[config.mk]
export PLATFORM = sky130hd
export DESIGN_NAME = delay_shift_counter
export DESIGN_NICKNAME = d
export VERILOG_FILES = /design/src/rtl/timer_pkg.sv /design/src/rtl/tick_prescaler.sv /design/src/rtl/delay_shift_counter.sv
export SDC_FILE = /design/constraint.sdc
export NUM_CORES = 1
export LEC_CHECK = 0
export CORE_AREA = 10 10 60 62
export DETAILED_ROUTE_END_ITERATION = 12
export DIE_AREA = 0 0 70 72
export DONT_BUFFER_PORTS = 1
export SYNTH_ARGS = -nofsm -noshare
export SYNTH_HDL_FRONTEND = slang
export SYNTH_SLANG_ARGS = --single-unit
export TNS_END_PERCENT = 100
[constraint.sdc]
create_clock -name clk -period 1.5 [get_ports clk]
set_input_delay 0.3 -clock clk [delete_from_list [all_inputs] [get_ports clk]]
set_output_delay 0.3 -clock clk [all_outputs]
set_load 0.03 [all_outputs]
[src/rtl/timer_pkg.sv]
// Shared definitions for the pattern-triggered timer: state encoding and
// parameter defaults used by the shift enabler, pattern FSM and delay counter.
package timer_pkg;

  localparam int unsigned DELAY_W_DEF     = 4;
  localparam int unsigned TICK_PERIOD_DEF = 1000;
  localparam int unsigned PRESC_W_DEF     = 10;

  typedef enum logic [1:0] {
    IDLE  = 2'd0,
    LOAD  = 2'd1,
    COUNT = 2'd2,
    DONE  = 2'd3
  } timer_state_t;

endpackage

[src/rtl/tick_prescaler.sv]
// Free-running cycle prescaler: emits a one-cycle tick while the counter sits
// at TICK_PERIOD-1, then wraps to zero.
module tick_prescaler #(
  parameter int unsigned TICK_PERIOD = timer_pkg::TICK_PERIOD_DEF,
  parameter int unsigned PRESC_W     = timer_pkg::PRESC_W_DEF
) (
  input  logic clk,
  input  logic reset,
  input  logic clear,
  input  logic enable,
  output logic tick
);

  localparam logic [PRESC_W-1:0] PRESC_LAST = PRESC_W'(TICK_PERIOD - 1);
  localparam logic [PRESC_W-1:0] PRESC_PRE  = PRESC_W'(TICK_PERIOD - 2);

  logic [PRESC_W-1:0] presc_q;

  // tick is registered one cycle early so it lines up with presc_q == PRESC_LAST
  always_ff @(posedge clk or negedge reset) begin
    if (!reset) begin
      presc_q <= '0;
      tick    <= 1'b0;
    end else if (clear) begin
      presc_q <= '0;
      tick    <= 1'b0;
    end else if (enable) begin
      presc_q <= (presc_q == PRESC_LAST) ? '0 : presc_q + PRESC_W'(1);
      tick    <= (presc_q == PRESC_PRE);
    end else begin
      tick    <= 1'b0;
    end
  end

endmodule

[src/rtl/delay_shift_counter.sv]
// Delay loader and countdown for the pattern-triggered timer: shifts the delay
// in MSB first, counts (delay+1)*TICK_PERIOD cycles, then holds done until ack.
module delay_shift_counter
  import timer_pkg::*;
#(
  parameter int unsigned DELAY_W     = DELAY_W_DEF,
  parameter int unsigned TICK_PERIOD = TICK_PERIOD_DEF,
  parameter int unsigned PRESC_W     = PRESC_W_DEF
) (
  input  logic               clk,
  input  logic               reset,
  input  logic               shift_ena,
  input  logic               data,
  input  logic               ack,
  output logic [DELAY_W-1:0] count,
  output logic               counting,
  output logic               done
);

  timer_state_t       state_q, state_d;
  logic [DELAY_W-1:0] delay_q, delay_d;
  logic [DELAY_W-1:0] count_d;
  logic               counting_d, done_d;
  logic               presc_clear, presc_en, tick;

  // prescaler only runs in COUNT, so it always starts a period from zero
  assign presc_clear = (state_q != COUNT);
  assign presc_en    = (state_q == COUNT);

  tick_prescaler #(
    .TICK_PERIOD (TICK_PERIOD),
    .PRESC_W     (PRESC_W)
  ) u_tick_prescaler (
    .clk    (clk),
    .reset  (reset),
    .clear  (presc_clear),
    .enable (presc_en),
    .tick   (tick)
  );

  // next-state, shift register, down-counter and output decode
  always_comb begin
    state_d    = state_q;
    delay_d    = delay_q;
    count_d    = count;
    counting_d = 1'b0;
    done_d     = 1'b0;
    case (state_q)
      IDLE: begin
        if (shift_ena) begin
          delay_d = DELAY_W'(data);
          state_d = LOAD;
        end
      end
      LOAD: begin
        if (shift_ena) begin
          delay_d = {delay_q[DELAY_W-2:0], data};
        end else begin
          count_d = delay_q;
          state_d = COUNT;
        end
      end
      COUNT: begin
        if (tick) begin
          if (count == '0) state_d = DONE;
          else             count_d = count - DELAY_W'(1);
        end
      end
      DONE: begin
        if (ack) state_d = IDLE;
      end
      default: state_d = IDLE;
    endcase
    counting_d = (state_d == COUNT);
    done_d     = (state_d == DONE);
  end

  always_ff @(posedge clk or negedge reset) begin
    if (!reset) begin
      state_q  <= IDLE;
      delay_q  <= '0;
      count    <= '0;
      counting <= 1'b0;
      done     <= 1'b0;
    end else begin
      state_q  <= state_d;
      delay_q  <= delay_d;
      count    <= count_d;
      counting <= counting_d;
      done     <= done_d;
    end
  end

endmodule

; ---- Yosys cells after proc, flatten, opt, wreduce, memory -nomap -nowiden
; Cells that the tools add are included.
[totals]
ff_bits = 23
[classes]
n_eq_ne = 13
muxes = 18
n_reduce_logical = 7
n_addsub = 2
[ops]
columns = cell, n
row1 = $mux 10, 3
row2 = $eq 10x10->1 const B, 2
row3 = $mux 4, 5
row4 = $pmux 4 s2, 2
row5 = $add 10x1->10 const B, 1
row6 = $mux 2, 5
row7 = $ne 2x2->1 const B, 5
row8 = $eq 2x2->1 const B, 4
row9 = $pmux 2 s4, 1
row10 = $reduce_bool 2->1, 3
row11 = $logic_not 4->1, 1
row12 = $reduce_and 4->1, 1
row13 = $sub 4x1->4 const B, 1
row14 = $reduce_and 3->1, 1
row15 = $eq 2x1->1 const B, 1
row16 = $logic_not 2->1, 1
row17 = $mux 1, 2
row18 = $ne 2x1->1 const B, 1

; ---- Logic depth before layout (Yosys ltp)
[depth]
ltp_word = 5
mapped_depth = 5
ltp_nobuf = 5

; ---- Hierarchy
; Synthesis repeated with hierarchy kept, for this count alone.
[unflattened]
hier_cells = 128
area_unflattened_um2 = 1318.8
[by_module_without_submodules]
columns = module, seq_area_each_um2, instances, cells_per_inst, area_per_inst_um2
row1 = tick_prescaler, 275.3, 1, 64, 663.1
row2 = delay_shift_counter, 300.3, 1, 64, 655.6

; ---- Least setup slack after synthesis
; OpenSTA, ideal clock, no wires.
[synth_path]
path_kind = register to register
startpoint = reg count[0]
endpoint = reg counting
stages_incl_launch_ff = 6
path_slack_ps = -65
arrival_time_ps = 1446
cell_sequence = dfrtp_1 inv_1 ha_1 nor3b_1 a31oi_1 o21a_1
[synth_via]
elab_chain_len = 5
[synth_rtl]
columns = item, line
row1 = start: declaration, delay_shift_counter.sv:15  ; output logic [DELAY_W-1:0] count,
row2 = start signal: assignment, delay_shift_counter.sv:88  ; count <= count_d;
row3 = $logic_not 4->1, delay_shift_counter.sv:65  ; if (count == '0) state_d = DONE;
row4 = $mux 2, delay_shift_counter.sv:65
row5 = $mux 2, delay_shift_counter.sv:64  ; if (tick) begin
row6 = $pmux 2 s4, delay_shift_counter.sv:48  ; case (state_q)
row7 = $eq 2x2->1, delay_shift_counter.sv:74  ; counting_d = (state_d == COUNT);
row8 = via counting_d, delay_shift_counter.sv:23  ; logic counting_d, done_d;
row9 = end signal: assignment, delay_shift_counter.sv:89  ; counting <= counting_d;
row10 = end: declaration, delay_shift_counter.sv:16  ; output logic counting,
; The timed path passes the listed nets, and every way through them passes these cells.
; A chain may end at the register's enable or synchronous reset.

; ---- Worst setup path in the final report
[layout_path]
startpoint = reg u_tick_prescaler.presc_q[0]
endpoint = reg u_tick_prescaler.presc_q[6]
[layout_via]
elab_chain_len = 4
word_cells_on_any_way = 5
classes_between = 1 x add/sub / 1 x eq/ne / 3 x mux
[layout_rtl]
columns = item, line
row1 = start: declaration, tick_prescaler.sv:17  ; logic [PRESC_W-1:0] presc_q;
row2 = start signal: assignment, tick_prescaler.sv:28  ; presc_q <= (presc_q == PRESC_LAST) ? '0 : presc_q + PRESC_W'(1);
row3 = $add 10x1->10 / $eq 10x10->1 (equally long branches), tick_prescaler.sv:28
row4 = $mux 10 *, tick_prescaler.sv:28
row5 = $mux 10 *, tick_prescaler.sv:27  ; end else if (enable) begin
row6 = $mux 10 *, tick_prescaler.sv:24  ; end else if (clear) begin
; Mark *: on every way between the ends. The rest lies on a longest branch, timed or not. The select of a mux whose other input is x is not followed.

==> out/results.txt <==
routed wl met2 - 1140 microns
RSZ-0062 raised after global routing - true
initial antenna violation count - 0
Clock power frac - 13.5%
hpwl dp - 1780 microns
post-synthesis sequential area ratio - 49.5%
fmax - 0.715 GHz
Slew HR - 31.7%
via count - 856
Warnings, synthesis - 0
Slowest-stage cell, CP - dfrtp_1
worst clock skew - 0.0146 ns
final setup fails - 0
Switching Share - 39.9%
H-tree Lvls - 1
DRC viols - 0
internal power - 1.30 mW
Power Total - 2.16 mW
Fin Hold WS - 0.118 ns
TritonRoute pass-1 iters - 4
Post-Synthesis Cells - 111
Final #Nets - 136
CP delay by family, top - simple AND/OR/NAND/NOR gates
global-route wire length before repair - 3970 microns
P per Cell Area - 1610 nW/um^2
syn_nets - 119
layout cells sized above 1 - 23.6%
Area Overhead vs Synth - 15.5%
initial DRC count - 53
Logic pwr share - 41.6%
Cell Area, Synth - 1160 sq um
TNS Setup - 0 ns
Placeable Area - 2430 sq um
P_sw - 0.862 mW
clock latency on the worst-skew pair - 0.32 ns
Hold Vio Cnt, Final - 0
CP required - 1.76 ns
WP data arrival - 1.66 ns
largest net degree at the start of global routing - 24
Hold/Removal Path Class - in2reg
Pleak - 0.590 nW
Worst Max-Slew Pin Slew - 1.02 ns
Initial Utilization - 47.8%
die area - 5040 sq um
Die X - 70 microns
post-route ant nets - 0
Ports - 11
gpl congestion - 0.773
Crit. End Element - register
slack of the critical path - 0.102 ns
CP Cell Sequence - ha_1 > buf_4 > nand4_1 > or3_1 > a21oi_2
Worst setup SP type - register
CP Class - reg2reg
CTS tree - yes
synthesized flop and latch total - 23
WL/cell - 14.9 microns
Longest Clk Path Bufs - 2
Peak VDD IR - 1190 uV
Reg power frac - 45.0%
clock-pin transition on the worst setup and hold timing paths - 0.14 ns
I/O Buffers - 0
Slew Limit Fails - 0
Die Ht - 72 microns
# diodes - 0
Buf/Inv on CP - 1
pre-CTS setup slack - 0.0803 ns
vias per cell - 5.45
CP Max Fanout - 4
max cap viols - 0
met3 wire len - 92 microns
vias in the first global route - 864
highest metal used - met4
status - finished clean
final wirelength - 2340 microns
met1 WL - 1070 microns
Post-Syn Area per Cell - 10.5 sq um
GRT Total Usage - 9.45%
Crit path largest cell delay - 0.40 ns
Yosys cell types - 42
FP Rows - 18
period utilisation layout - 93.2%
grt total ovfl - 0
clock sink total - 23
Num CTS Buffers - 3
CTS root buffer - clkbuf_4
crit path time final - 1.40 ns
## layout make-up
| class | instances | area (sq um) |
|---|---|---|
| tap | 30 | 37.5 |
| clock inverter | 1 | 5.00 |
| multi-input combinational | 79 | 564 |
| sequential | 23 | 576 |
| inverter | 6 | 22.5 |
| timing repair buffer | 15 | 115 |
| clock buffer | 3 | 22.5 |
| fill | 216 | 1090 |
## worst register-to-register path: stages, from the launching register on
cell     delay (ns)
dfrtp_1        0.40
ha_1           0.18
buf_4          0.12
nand4_1        0.15
or3_1          0.38
a21oi_2        0.14
## power groups by stage
stage	registers [mW]	clock network, mW	logic (mW)
after floorplan	1.03	0	0.517
after global placement	0.986	0	0.858
after detailed placement	0.994	0	0.869
after CTS	0.980	0.304	0.884
after global routing	0.998	0.324	0.991
final	0.971	0.291	0.897
## sequential cells by signal (all words and copies together) (netlist names)
signal                    cells
count                         4
state_q                       2
u_tick_prescaler.tick         1
counting                      1
u_tick_prescaler.presc_q     10
done                          1
delay_q                       4
## metrics by stage
| stage | cells | instance area, sq um | utilization, % |
|---|---|---|---|
| floorplan | 111 | 1170 | - |
| global route | 157 | 1340 | 55.2 |
| global placement | 151 | 1290 | 53.0 |
| finish | 157 | 1340 | 55.2 |
| CTS | 156 | 1330 | 54.6 |
| detailed placement | 151 | 1290 | 53.0 |
## timing repair
item,CTS,global route
endpoints found under the hold margin,23,0
hold buffers,1,0
endpoints found under the setup margin,0,2
gates resized for setup,0,2
buffers inserted,0,1
## final timing paths
kind	cells past startpoint	from	slack, ns	endpoint
setup / recovery	5	u_tick_prescaler.presc_q[0]	0.10	u_tick_prescaler.presc_q[6]
setup reg to reg	5	u_tick_prescaler.presc_q[0]	0.10	u_tick_prescaler.presc_q[6]
hold / removal	1	data	0.12	delay_q[0]
min in group asynchronous	1	reset	0.58	u_tick_prescaler.presc_q[3]
hold reg to reg	1	u_tick_prescaler.presc_q[0]	0.48	u_tick_prescaler.presc_q[0]
max in group asynchronous	1	reset	0.28	u_tick_prescaler.presc_q[4]
## cell families (layout without fill, tap and decap cells)
| family | Yosys count | count (layout) | synth area share (%) |
|---|---|---|---|
| AOI/OAI and AO/OA | 29 | 29 | 18.2 |
| xor gates and xnor gates | 3 | 3 | 2.26 |
| adders and majority gates | 3 | 3 | 3.23 |
| buffers and inverters | 9 | 25 | 3.01 |
| DFF | 23 | 23 | 49.5 |
| muxes | 1 | 1 | 0.969 |
| and+or+nand+nor | 43 | 43 | 22.8 |
## cell usage after synthesis, drive strengths merged
| library cell | instances | area share, % |
|---|---|---|
| nor2 | 7 | 2.3 |
| nor4bb | 1 | 0.86 |
| nand3b | 2 | 1.3 |
| clkbuf | 2 | 0.65 |
| and2b | 1 | 0.65 |
| nand2 | 10 | 3.4 |
| nand4 | 2 | 2.4 |
| o41ai | 1 | 2.4 |
| o21ai | 7 | 3.0 |
| nand3 | 4 | 1.7 |
| nor3b | 2 | 1.7 |
| nor3 | 1 | 0.43 |
| o21a | 1 | 0.65 |
| a21oi | 5 | 2.5 |
| o2bb2ai | 2 | 1.5 |
| nor2b | 1 | 0.54 |
| dfrtp | 23 | 50 |
| xor2 | 2 | 1.5 |
| a31oi | 1 | 0.54 |
| a22oi | 2 | 1.3 |
| or3 | 3 | 1.7 |
| nor4 | 1 | 0.54 |
| xnor2 | 1 | 0.75 |
| ha | 3 | 3.2 |
| or2 | 1 | 0.54 |
| nand2b | 3 | 1.6 |
| a2bb2oi | 3 | 2.3 |
| nor4b | 1 | 0.75 |
| o31ai | 2 | 1.3 |
| and3b | 1 | 0.75 |
| or4 | 2 | 1.6 |
| inv | 6 | 1.9 |
| o22ai | 4 | 2.2 |
| mux2 | 1 | 0.97 |
| buf | 1 | 0.43 |
| a21o | 1 | 0.65 |
## cell usage in the layout (no fill, tap or decap), drive strengths merged, types with 2 or more instances in the layout
cell type,Yosys,routed
o21ai,7,7
clkbuf,2,3
nor2,7,7
nand3,4,4
a2bb2oi,3,3
buf,1,14
nand4,2,2
nand2,10,10
a21oi,5,5
dfrtp,23,23
inv,6,6
or4,2,2
nor3b,2,2
o2bb2ai,2,2
nand3b,2,2
ha,3,3
xor2,2,2
o22ai,4,4
nand2b,3,3
o31ai,2,2
or3,3,3
a22oi,2,2
## metal layers
metal	vias to the layer above	GRT usage, %
met5	-	0
met4	0	4.61
met3	4	2.45
met2	12	16.5
met1	407	10.5
li1	433	-
(Power assumes the default switching activity.)
==> edit (same settings) <==
Change the package constant `PRESC_W_DEF` from 10 to 14.
--- a/src/rtl/timer_pkg.sv
+++ b/src/rtl/timer_pkg.sv
@@ -4,7 +4,7 @@
 
   localparam int unsigned DELAY_W_DEF     = 4;
   localparam int unsigned TICK_PERIOD_DEF = 1000;
-  localparam int unsigned PRESC_W_DEF     = 10;
+  localparam int unsigned PRESC_W_DEF     = 14;
 
   typedef enum logic [1:0] {
     IDLE  = 2'd0,
Behaviour: same outputs for any inputs over 10 cycles, from zero or initial values and one cycle with reset low; that may be too few to reach the edited logic, so the function may still have changed.
==> edit against the unedited design <==
The flow now finishes with violations (negative setup slack). Routed wire length grew 8.6%. Sequential share of layout area grew 0.22 points. Sequential cell count grew 4. Count of clock-buffer cells in the layout grew 1. Worst setup slack lost 0.15 ns. Clock skew shrank 0.013 ns. Clock power grew 2%. Total power grew 7.1%. Area after synthesis grew 13%. Design area grew 17%. Critical path type unchanged. Critical endpoint is now count[0]. Largest power group unchanged. Highest routed layer unchanged.
==> edit: results (changes against the unedited design) <==
[timing]
fin_skew_ns=0.00173  ; was 0.0146 ns
tightestPinTransition_ns=0.356  ; was 1.02 ns
setup-violations-final=4  ; was 0
fin_ws_ns=-0.0456  ; was 0.102 ns

[worst_setup_path]
critPathMaxFanout=8  ; was 4

[grt]
grtUsageTotal_pct=10.5  ; was 9.45%
grt_pass1_vias=1013  ; was 864
grt.met1_usage_pct=11.8  ; was 10.5%
grt_use_met2_pct=18.9  ; was 16.5%
grt_pass1_wl_mm=4.50  ; was 3.97 mm

[run_status]
outcome=complete, but fails checks  ; was finished clean
violations=negative setup slack

[logic_synthesis]
synth_cell_types=36  ; was 42
synthTopCellsByArea=dfrtp_1, xor2_1, nor2_1  ; was dfrtp_1, ha_1, o21ai_0
synth_nets=140  ; was 119

[place]
dp.cells=170  ; was 151
hpwl_mm=1.86  ; was 1.78 mm

[power_and_ir_drop]
pg_comb_uw=984  ; was 897 uW
power.share.sequential_pct=44.7  ; was 45.0%
powerDensity_nw_per_um2=1470  ; was 1610 nW/um^2

[cells_and_area]
n_fill_cell=210  ; was 216
fin_cells=181  ; was 157

[drt]
wire_per_inst_um=14.0  ; was 14.9 um
met1_length_mm=1.09  ; was 1.07 mm
wl_met2_mm=1.34  ; was 1.14 mm

[edit: path summary, 6_finish.rpt]
check                           startpoint          to  slack, ns  depth (start not counted)
worst max-delay path              count[0]    count[0]      -0.05                          6
worst min-delay path                  data  delay_q[0]       0.14                          1
worst max register to register    count[0]    count[0]      -0.05                          6
worst min register to register  delay_q[3]  delay_q[3]       0.52                          2
max in group asynchronous            reset    count[1]       0.94                          2
min in group asynchronous            reset    counting       0.40                          2
[edit: stage by stage]
stage / setup slack, ns / setup TNS [ns] / area [um^2] / util (%)
after floorplan: -0.0557 / -0.115 / 1330 / -
after global placement: 0.0127 / 0 / 1440 / 59.2
after detailed placement: -0.0127 / -0.0175 / 1440 / 59.2
after CTS: -0.0347 / -0.0859 / 1500 / 61.5
after global routing: -0.121 / -1.18 / 1580 / 64.8
final: -0.0456 / -0.0867 / 1580 / 64.8
[edit: final cells by class]
| class | count | share of cell area, % |
|---|---|---|
| clock buffer | 4 | 1.67 |
| inverter | 4 | 0.952 |
| multi-input combinational | 95 | 40.7 |
| sequential | 27 | 43.1 |
| tap | 30 | 2.38 |
| timing repair buffer | 21 | 11.2 |
[edit: timing repair]
| item | in CTS | in global routing |
|---|---|---|
| hold buffers | 2 | 0 |
| pin swaps | 0 | 6 |
| gates resized for setup | 0 | 15 |
| setup buffers | 0 | 5 |
| endpoints found under the setup margin | 3 | 19 |
| hold endpoints to repair | 27 | 0 |
[edit: worst max-delay path: stages, from the launching register on]
cell,delay [ns]
dfrtp_2,0.43
inv_2,0.08
ha_4,0.12
or3b_4,0.40
a31oi_4,0.23
or3_1,0.14
o21ai_1,0.05
[edit: kinds of logic after synthesis]
logic type | synth area share, %
fa+ha+maj | 2.85
simple gates | 23.6
compound gates | 10.1
flops | 51.4
xor+xnor | 7.33
mux | 0.856
buf+inv | 3.90
